<file path="src/rtl/mem_bus_arbiter.sv">
// Two-master memory bus arbiter: fixed m0 priority, m1 wins after MAX_WAIT lost contests.
// Define ARB_TIMEOUT_EN to add the per-access timeout counter and busErr strobe.
`timescale 1ns/1ps

`ifndef MEM_ACCESS_T
`define MEM_ACCESS_T    [1:0]
`define MEM_ACCESS_NONE 2'd0
`define MEM_ACCESS_R    2'd1
`define MEM_ACCESS_W    2'd2
`define MEM_ACCESS_X    2'd3
`endif

module mem_bus_arbiter #(
  parameter int unsigned MAX_WAIT = 4,
  parameter int unsigned TIMEOUT  = 255
) (
  input  logic                clk,
  input  logic                res,
  input  logic [31:0]         m0_addr,
  input  logic `MEM_ACCESS_T  m0_accessType,
  input  logic [31:0]         m0_dataOut,
  output logic [31:0]         m0_dataIn,
  output logic                m0_ready,
  input  logic [31:0]         m1_addr,
  input  logic `MEM_ACCESS_T  m1_accessType,
  input  logic [31:0]         m1_dataOut,
  output logic [31:0]         m1_dataIn,
  output logic                m1_ready,
  output logic [31:0]         s_addr,
  output logic `MEM_ACCESS_T  s_accessType,
  output logic [31:0]         s_dataOut,
  input  logic [31:0]         s_dataIn,
  input  logic                s_ready,
  output logic [1:0]          grant,
  output logic                busErr
);

  localparam int unsigned WAIT_W = $clog2(MAX_WAIT + 1);
  localparam logic [WAIT_W-1:0] WAIT_MAX = WAIT_W'(MAX_WAIT);

  typedef enum logic [1:0] {
    S_IDLE = 2'b00,
    S_GNT0 = 2'b01,
    S_GNT1 = 2'b10
  } state_t;

  state_t              state_q, state_d;
  logic [WAIT_W-1:0]   wait_q, wait_d;
  logic                m0_req, m1_req;
  logic                own_req, own_done;
  logic [31:0]         own_addr, own_wdata, own_rdata;
  logic `MEM_ACCESS_T  own_type;

  if (MAX_WAIT == 0 || TIMEOUT == 0) begin : g_param_check
    $error("mem_bus_arbiter: MAX_WAIT and TIMEOUT must be >= 1");
  end

`ifdef ARB_TIMEOUT_EN
  localparam int unsigned TMO_W = $clog2(TIMEOUT + 1);
  localparam logic [TMO_W-1:0] TMO_MAX = TMO_W'(TIMEOUT);

  logic [TMO_W-1:0]    tmo_q, tmo_d;
`endif

  assign m0_req = (m0_accessType != `MEM_ACCESS_NONE);
  assign m1_req = (m1_accessType != `MEM_ACCESS_NONE);
  assign grant  = state_q;

  always_comb begin
    if (state_q == S_GNT1) begin
      own_addr  = m1_addr;
      own_type  = m1_accessType;
      own_wdata = m1_dataOut;
    end else begin
      own_addr  = m0_addr;
      own_type  = m0_accessType;
      own_wdata = m0_dataOut;
    end
  end

  assign own_req = (own_type != `MEM_ACCESS_NONE);

  always_ff @(posedge clk) begin
    if (res) begin
      state_q <= S_IDLE;
      wait_q  <= '0;
`ifdef ARB_TIMEOUT_EN
      tmo_q   <= '0;
`endif
    end else begin
      state_q <= state_d;
      wait_q  <= wait_d;
`ifdef ARB_TIMEOUT_EN
      tmo_q   <= tmo_d;
`endif
    end
  end

  always_comb begin
    state_d      = state_q;
    wait_d       = wait_q;
    own_done     = 1'b0;
    own_rdata    = s_dataIn;
    busErr       = 1'b0;
    s_addr       = '0;
    s_accessType = `MEM_ACCESS_NONE;
    s_dataOut    = '0;
`ifdef ARB_TIMEOUT_EN
    tmo_d        = '0;
`endif
    unique case (state_q)
      S_IDLE: begin
        if (m0_req && m1_req) begin
          if (wait_q == WAIT_MAX) begin
            state_d = S_GNT1;
            wait_d  = '0;
          end else begin
            state_d = S_GNT0;
            wait_d  = wait_q + 1'b1;
          end
        end else if (m0_req) begin
          state_d = S_GNT0;
        end else if (m1_req) begin
          state_d = S_GNT1;
          wait_d  = '0;
        end
      end
      S_GNT0, S_GNT1: begin
        // An owner dropping its request is an abort: its NONE type passes straight through.
        s_addr       = own_addr;
        s_accessType = own_type;
        s_dataOut    = own_wdata;
        own_done     = own_req && s_ready;
`ifdef ARB_TIMEOUT_EN
        tmo_d = s_ready ? tmo_q : tmo_q + 1'b1;
        if (own_req && !s_ready && tmo_q == TMO_MAX) begin
          own_done     = 1'b1;
          own_rdata    = 32'hDEAD_BEEF;
          busErr       = 1'b1;
          s_accessType = `MEM_ACCESS_NONE;
        end
`endif
        if (!own_req || own_done) begin
          state_d = S_IDLE;
        end
      end
      default: state_d = S_IDLE;
    endcase
  end

  always_comb begin
    m0_ready  = 1'b0;
    m1_ready  = 1'b0;
    m0_dataIn = '0;
    m1_dataIn = '0;
    if (state_q == S_GNT0) begin
      m0_ready  = own_done;
      m0_dataIn = own_rdata;
    end
    if (state_q == S_GNT1) begin
      m1_ready  = own_done;
      m1_dataIn = own_rdata;
    end
  end

endmodule
</file>
<file path="config.mk">
export PLATFORM = sky130hd
export DESIGN_NAME = mem_bus_arbiter
export DESIGN_NICKNAME = d
export VERILOG_FILES = /design/src/rtl/mem_bus_arbiter.sv
export SDC_FILE = /design/constraint.sdc
export NUM_CORES = 1
export LEC_CHECK = 0
export ABC_AREA = 0
export CAP_MARGIN = 20
export CORE_AREA = 8 8 112 114
export CTS_CLUSTER_SIZE = 16
export DETAILED_ROUTE_END_ITERATION = 16
export DIE_AREA = 0 0 120 122
export GPL_ROUTABILITY_DRIVEN = 0
export PLACE_DENSITY = 0.67
export RECOVER_POWER = 100
export SLEW_MARGIN = 20
export SYNTH_ARGS = -nofsm -noshare
export SYNTH_HDL_FRONTEND = slang
export SYNTH_SLANG_ARGS = --single-unit
</file>
<file path="constraint.sdc">
create_clock -name clk -period 3.4 [get_ports clk]
set_input_delay 0.34 -clock clk [delete_from_list [all_inputs] [get_ports clk]]
set_output_delay 0.34 -clock clk [all_outputs]
set_load 0.03 [all_outputs]
</file>
* Yosys cells after proc, flatten, opt, wreduce, memory -nomap -nowiden *
Index checks and enable logic that the tools add are counted.
W data, S select, Z words.

word-level totals
  register bits = 5
  input bits = 167
  output and inout bits = 135
  logic and storage cells = 42

operators by class
  $add $sub $neg = 1
  eq/ne operators = 6
  muxes and demuxes = 21
  reduce and logical (&&, ||, !) cells = 12

operators by type and width
  cell                   count
  $mux W32               6
  $mux W2                7
  $mux W3                4
  $reduce_bool A2 Y1     4
  $ne A4 B4 Y1 const B   1
  $pmux W2 S2            1
  $add A3 B1 Y3 const B  1
  $eq A3 B3 Y1 const B   1
  $mux W1                3
  $reduce_and A3 Y1      1
  $eq A2 B1 Y1 const B   1
  $eq A2 B2 Y1 const B   1
  $logic_and A1 B1 Y1    2
  $logic_not A2 Y1       1
  $ne A2 B1 Y1 const B   1
  $ne A2 B2 Y1 const B   1
  $reduce_and A2 Y1      1
  $reduce_or A2 Y1       1
  $logic_not A1 Y1       1
  $logic_or A1 B1 Y1     1

* Depth between registers and ports, before layout *
  depth after elaboration = 7
  mapped depth = 7

* Least setup slack after synthesis *
Ideal clock, no wire load.

  kind = register -> output
  start = register state_q[0] (netlist: grant[0])
  end = output s_addr[0]
  arrival time = 1.965 ns
  data required time = 3.060 ns
  path slack = 1.095 ns
  cell stages (with the launch flop) = 8
  path through = dfxtp_1 inv_1 ha_1 buf_6 buf_2 buf_2 mux2i_1 nor2b_1

between the ends
  cells in the longest elaborated chain, start to end = 3

RTL lines
  what                                                 RTL line  RTL
  start: declaration                                   47        state_t state_q, state_d;
  start signal: assignment                             91        state_q <= state_d;
  $eq A2 B2 Y1 / $eq A2 B1 Y1 (equally long branches)  70, 111
  $mux W32 / $reduce_or A2 Y1 (equally long branches)  70, 111
  $mux W32 *                                           111       unique case (state_q)
  end: declaration                                     29        output logic [31:0] s_addr,

Every way passes the cells marked *; elsewhere a longest branch is shown, timed or not.

* Worst setup path after layout *
  start = register state_q[1] (netlist: grant[1])
  end = output m0_ready

between the ends
  cells in the longest elaborated chain, start to end = 6

RTL lines
  what                                 RTL line  RTL
  $eq A2 B2 Y1                         70, 111
  $mux W2                              70        if (state_q == S_GNT1) begin
  $reduce_bool A2 Y1 (no source line)  --
  $logic_and A1 B1 Y1                  133       own_done = own_req && s_ready;
  $mux W1                              111
  $mux W1 *                            156       if (state_q == S_GNT0) begin
  end: declaration                     23        output logic m0_ready,

Marked as above.

==> impl_metrics.toml <==
[outcome]
status = "finished, final reports clean"

[power]
power_per_cell_area_mw_per_mm2 = 245.2
pwr-share-seq = 0.055
power_mw = 1.265
switchingPower_mw = 0.6069
p_sw_frac = 0.4796
vdd_drop_max_v = 0.0001304
p_comb_frac = 0.860
leakage_nw = 2.195
clock_power_share = 0.084
internal_power_mw = 0.6585

[critical_path]
rr_worst_depth = 7
critPathSlowestCell = "dlygate4sd3_1"
reg2reg_to = "grant[1]"
r2r_slack_ps = 1410
cp-start-kind = "flip-flop"
r2r_start = "grant[1]"
end_kind = "primary output"
crit_family = "buffers and inverters"
worst-path-buf-inv = 3
crit_chain = "inv_1 -> ha_1 -> buf_4 -> and4_1 -> dlygate4sd3_1"
crit_required_ps = 3060
worstPathMaxFanout = 35
worstSetupPathType = "flip-flop to primary output"
cp.arrival_ps = 2370
cp_slowest_stage_delay_ps = 780

[route]
wirelength_um = 12770
num_vias = 2890
viasPerCell = 4.182
drc = 0
wl_per_cell_um = 18.48
firstDrtPassIters = 4
ant_nets = 0
first_iter_violations = 101

[final_layout]
fin_area_mm2 = 0.005161
area_growth_pct = 162.1
fin_cells = 691
fin_util = 0.4825
nets = 725
nFillCells = 1042
drive_gt1_frac = 0.02178
diodes = 0

[synth]
yosys-top-cells-count = "nor2b_1 (67), and2_1 (64), mux2i_1 (64)"
synthXorXnorAreaFrac = 0
synth-edff-count = 0
yosys.area_share.simple = 0.4727
avgSynthCellArea_um2 = 7.488
synth_nets = 436
synth_top_area_share = 0.3253
seq_area_frac_synth = 0.05083
synthTopCellsByArea = "mux2i_1 (33%), nor2b_1 (21%), and2_1 (20%)"
ys.flop_type = "dfxtp_1"
syn_inst = 263
synth_compound_area_frac = 0.02922
synthMuxAreaShare = 0.3437
yosysUniqueCellTypes = 27
synth_top_family_by_area = "simple AND/OR/NAND/NOR gates"
synth_warnings = 0
ys_ff_latch = 5
synth_fa_ha_area_frac = 0.03812
yosys.area.top_type = "mux2i_1"
synth.most_common_cell = "nor2b_1"
synthesis.area_mm2 = 0.001969
async_reset_ff_frac = 0

[floorplan]
ios = 302
start_util = 0.1841
core-area_mm2 = 0.01070
num_rows = 38
die_h_um = 122
dieWidth_um = 120
dieArea_mm2 = 0.01464

[grt]
antenna_found_initial = 2
grt_pass1_wl_um = 18230
grt_max_degree = 36
grt_pass1_vias = 3131
grt_overflow = 0
grt_usage = 0.1588

[sta]
setup_violations = 0
tns_ps = 0
max_freq_mhz = 369.4
fin_crit_ps = 2707
maxSlewHeadroom = 0.6196
skew_ps = 0.07336
grt_setup_unrepaired = "false"
maxSlewViolCount = 0
fin_hold_ws_ps = 478.1
finalHoldViolations = 0
period_share = 0.7962
worstMarginPinSlew_ps = 564.6
fin_ws_ps = 692.8

[place]
port_buffers = 300
dpl.cell_count = 687
placed_area_mm2 = 0.005120
post-place-ws_ps = 935.0
dp_hpwl_um = 11160

[clock_tree]
clockBufferDepth = 2
cts-resized-gates = 0
cts_hold_buf = 0
clock_latency_ps = 210
post-cts-setup-buffer-count = 0
clock-root-buffer = "clkbuf_8"
cts_buffers = 3
clk_pin_slew_worst_paths_ps = 30
cts_max_level = 1
cts_tree = "done"
cts_sinks = 5

[hold_path]
hold_path.class = "flip-flop to flip-flop"
min-delay-start = "wait_q[0]"
holdPathEnd = "wait_q[0]"
holdPathStages = 2

[flow_run]
drv_cap = 0
## layer usage
metal / up-vias / track usage / share of wire
met5: - / 0 / 0.0018
met4: 4 / 0.01795 / 0.0058
met3: 8 / 0.09995 / 0.15
met2: 180 / 0.2829 / 0.47
met1: 1262 / 0.1589 / 0.37
li1: 1436 / - / -
## worst max-delay path by stage
stage	slack (ps)	from	to	cells after the start
final	690	grant[1]	m0_ready	5
after global routing	540	grant[1]	m0_ready	5
after CTS	700	grant[1]	m0_ready	5
after detailed placement	940	grant[1]	m0_ready	5
after global placement	980	grant[1]	m0_ready	5
after floorplan	1090	grant[0]	s_addr[0]	7
## placed cells by master (no fill, tap or decap), drive strengths merged
| master | n |
|---|---|
| a21oi | 4 |
| and2 | 64 |
| and3 | 1 |
| and4 | 2 |
| buf | 6 |
| clkbuf | 4 |
| clkdlybuf4s50 | 166 |
| conb | 1 |
| dfxtp | 5 |
| dlygate4sd3 | 134 |
| ha | 6 |
| inv | 4 |
| mux2i | 66 |
| nand2 | 4 |
| nand2b | 2 |
| nand3 | 1 |
| nor2 | 4 |
| nor2b | 67 |
| nor3b | 3 |
| o21ai | 2 |
| o22a | 1 |
| o31ai | 2 |
| or4 | 1 |
| or4b | 1 |
## power by group through the flow
| stage | combinational (mW) | clock (mW) | sequential (mW) |
|---|---|---|---|
| final | 1.09 | 0.107 | 0.0698 |
| after global routing | 1.16 | 0.117 | 0.0704 |
| after CTS | 1.17 | 0.110 | 0.0702 |
| after detailed placement | 1.16 | 0 | 0.0709 |
| after global placement | 1.16 | 0 | 0.0702 |
| after floorplan | 0.589 | 0 | 0.0744 |
## cells by family after synthesis
| family | count (synthesis) |
|---|---|
| adders and majority gates | 6 |
| DFF | 5 |
| muxes | 66 |
| AOI/OAI and AO/OA | 9 |
| and+or+nand+nor | 150 |
| buffers and inverters | 26 |
| other | 1 |
## state kept, by name, indices dropped and copies added (netlist names)
name    flops
wait_q      3
grant       2
## final cells by class
cell class	count	area (um2)	share of cell area
Timing Repair Buffer	306	3073	0.5954
Multi-Input combinational cell	232	1753	0.3396
Tap cell	140	175.2	0.03394
Sequential cell	5	100.1	0.01939
Clock buffer	4	45.04	0.008727
Inverter	4	15.01	0.002909
## worst min-delay path, cell delays in order (launching register included)
cell and delay [ps]:
dfxtp_1 320, nand2_1 60, a21oi_1 50
Note: power is estimated with default switching activity, not from simulation.
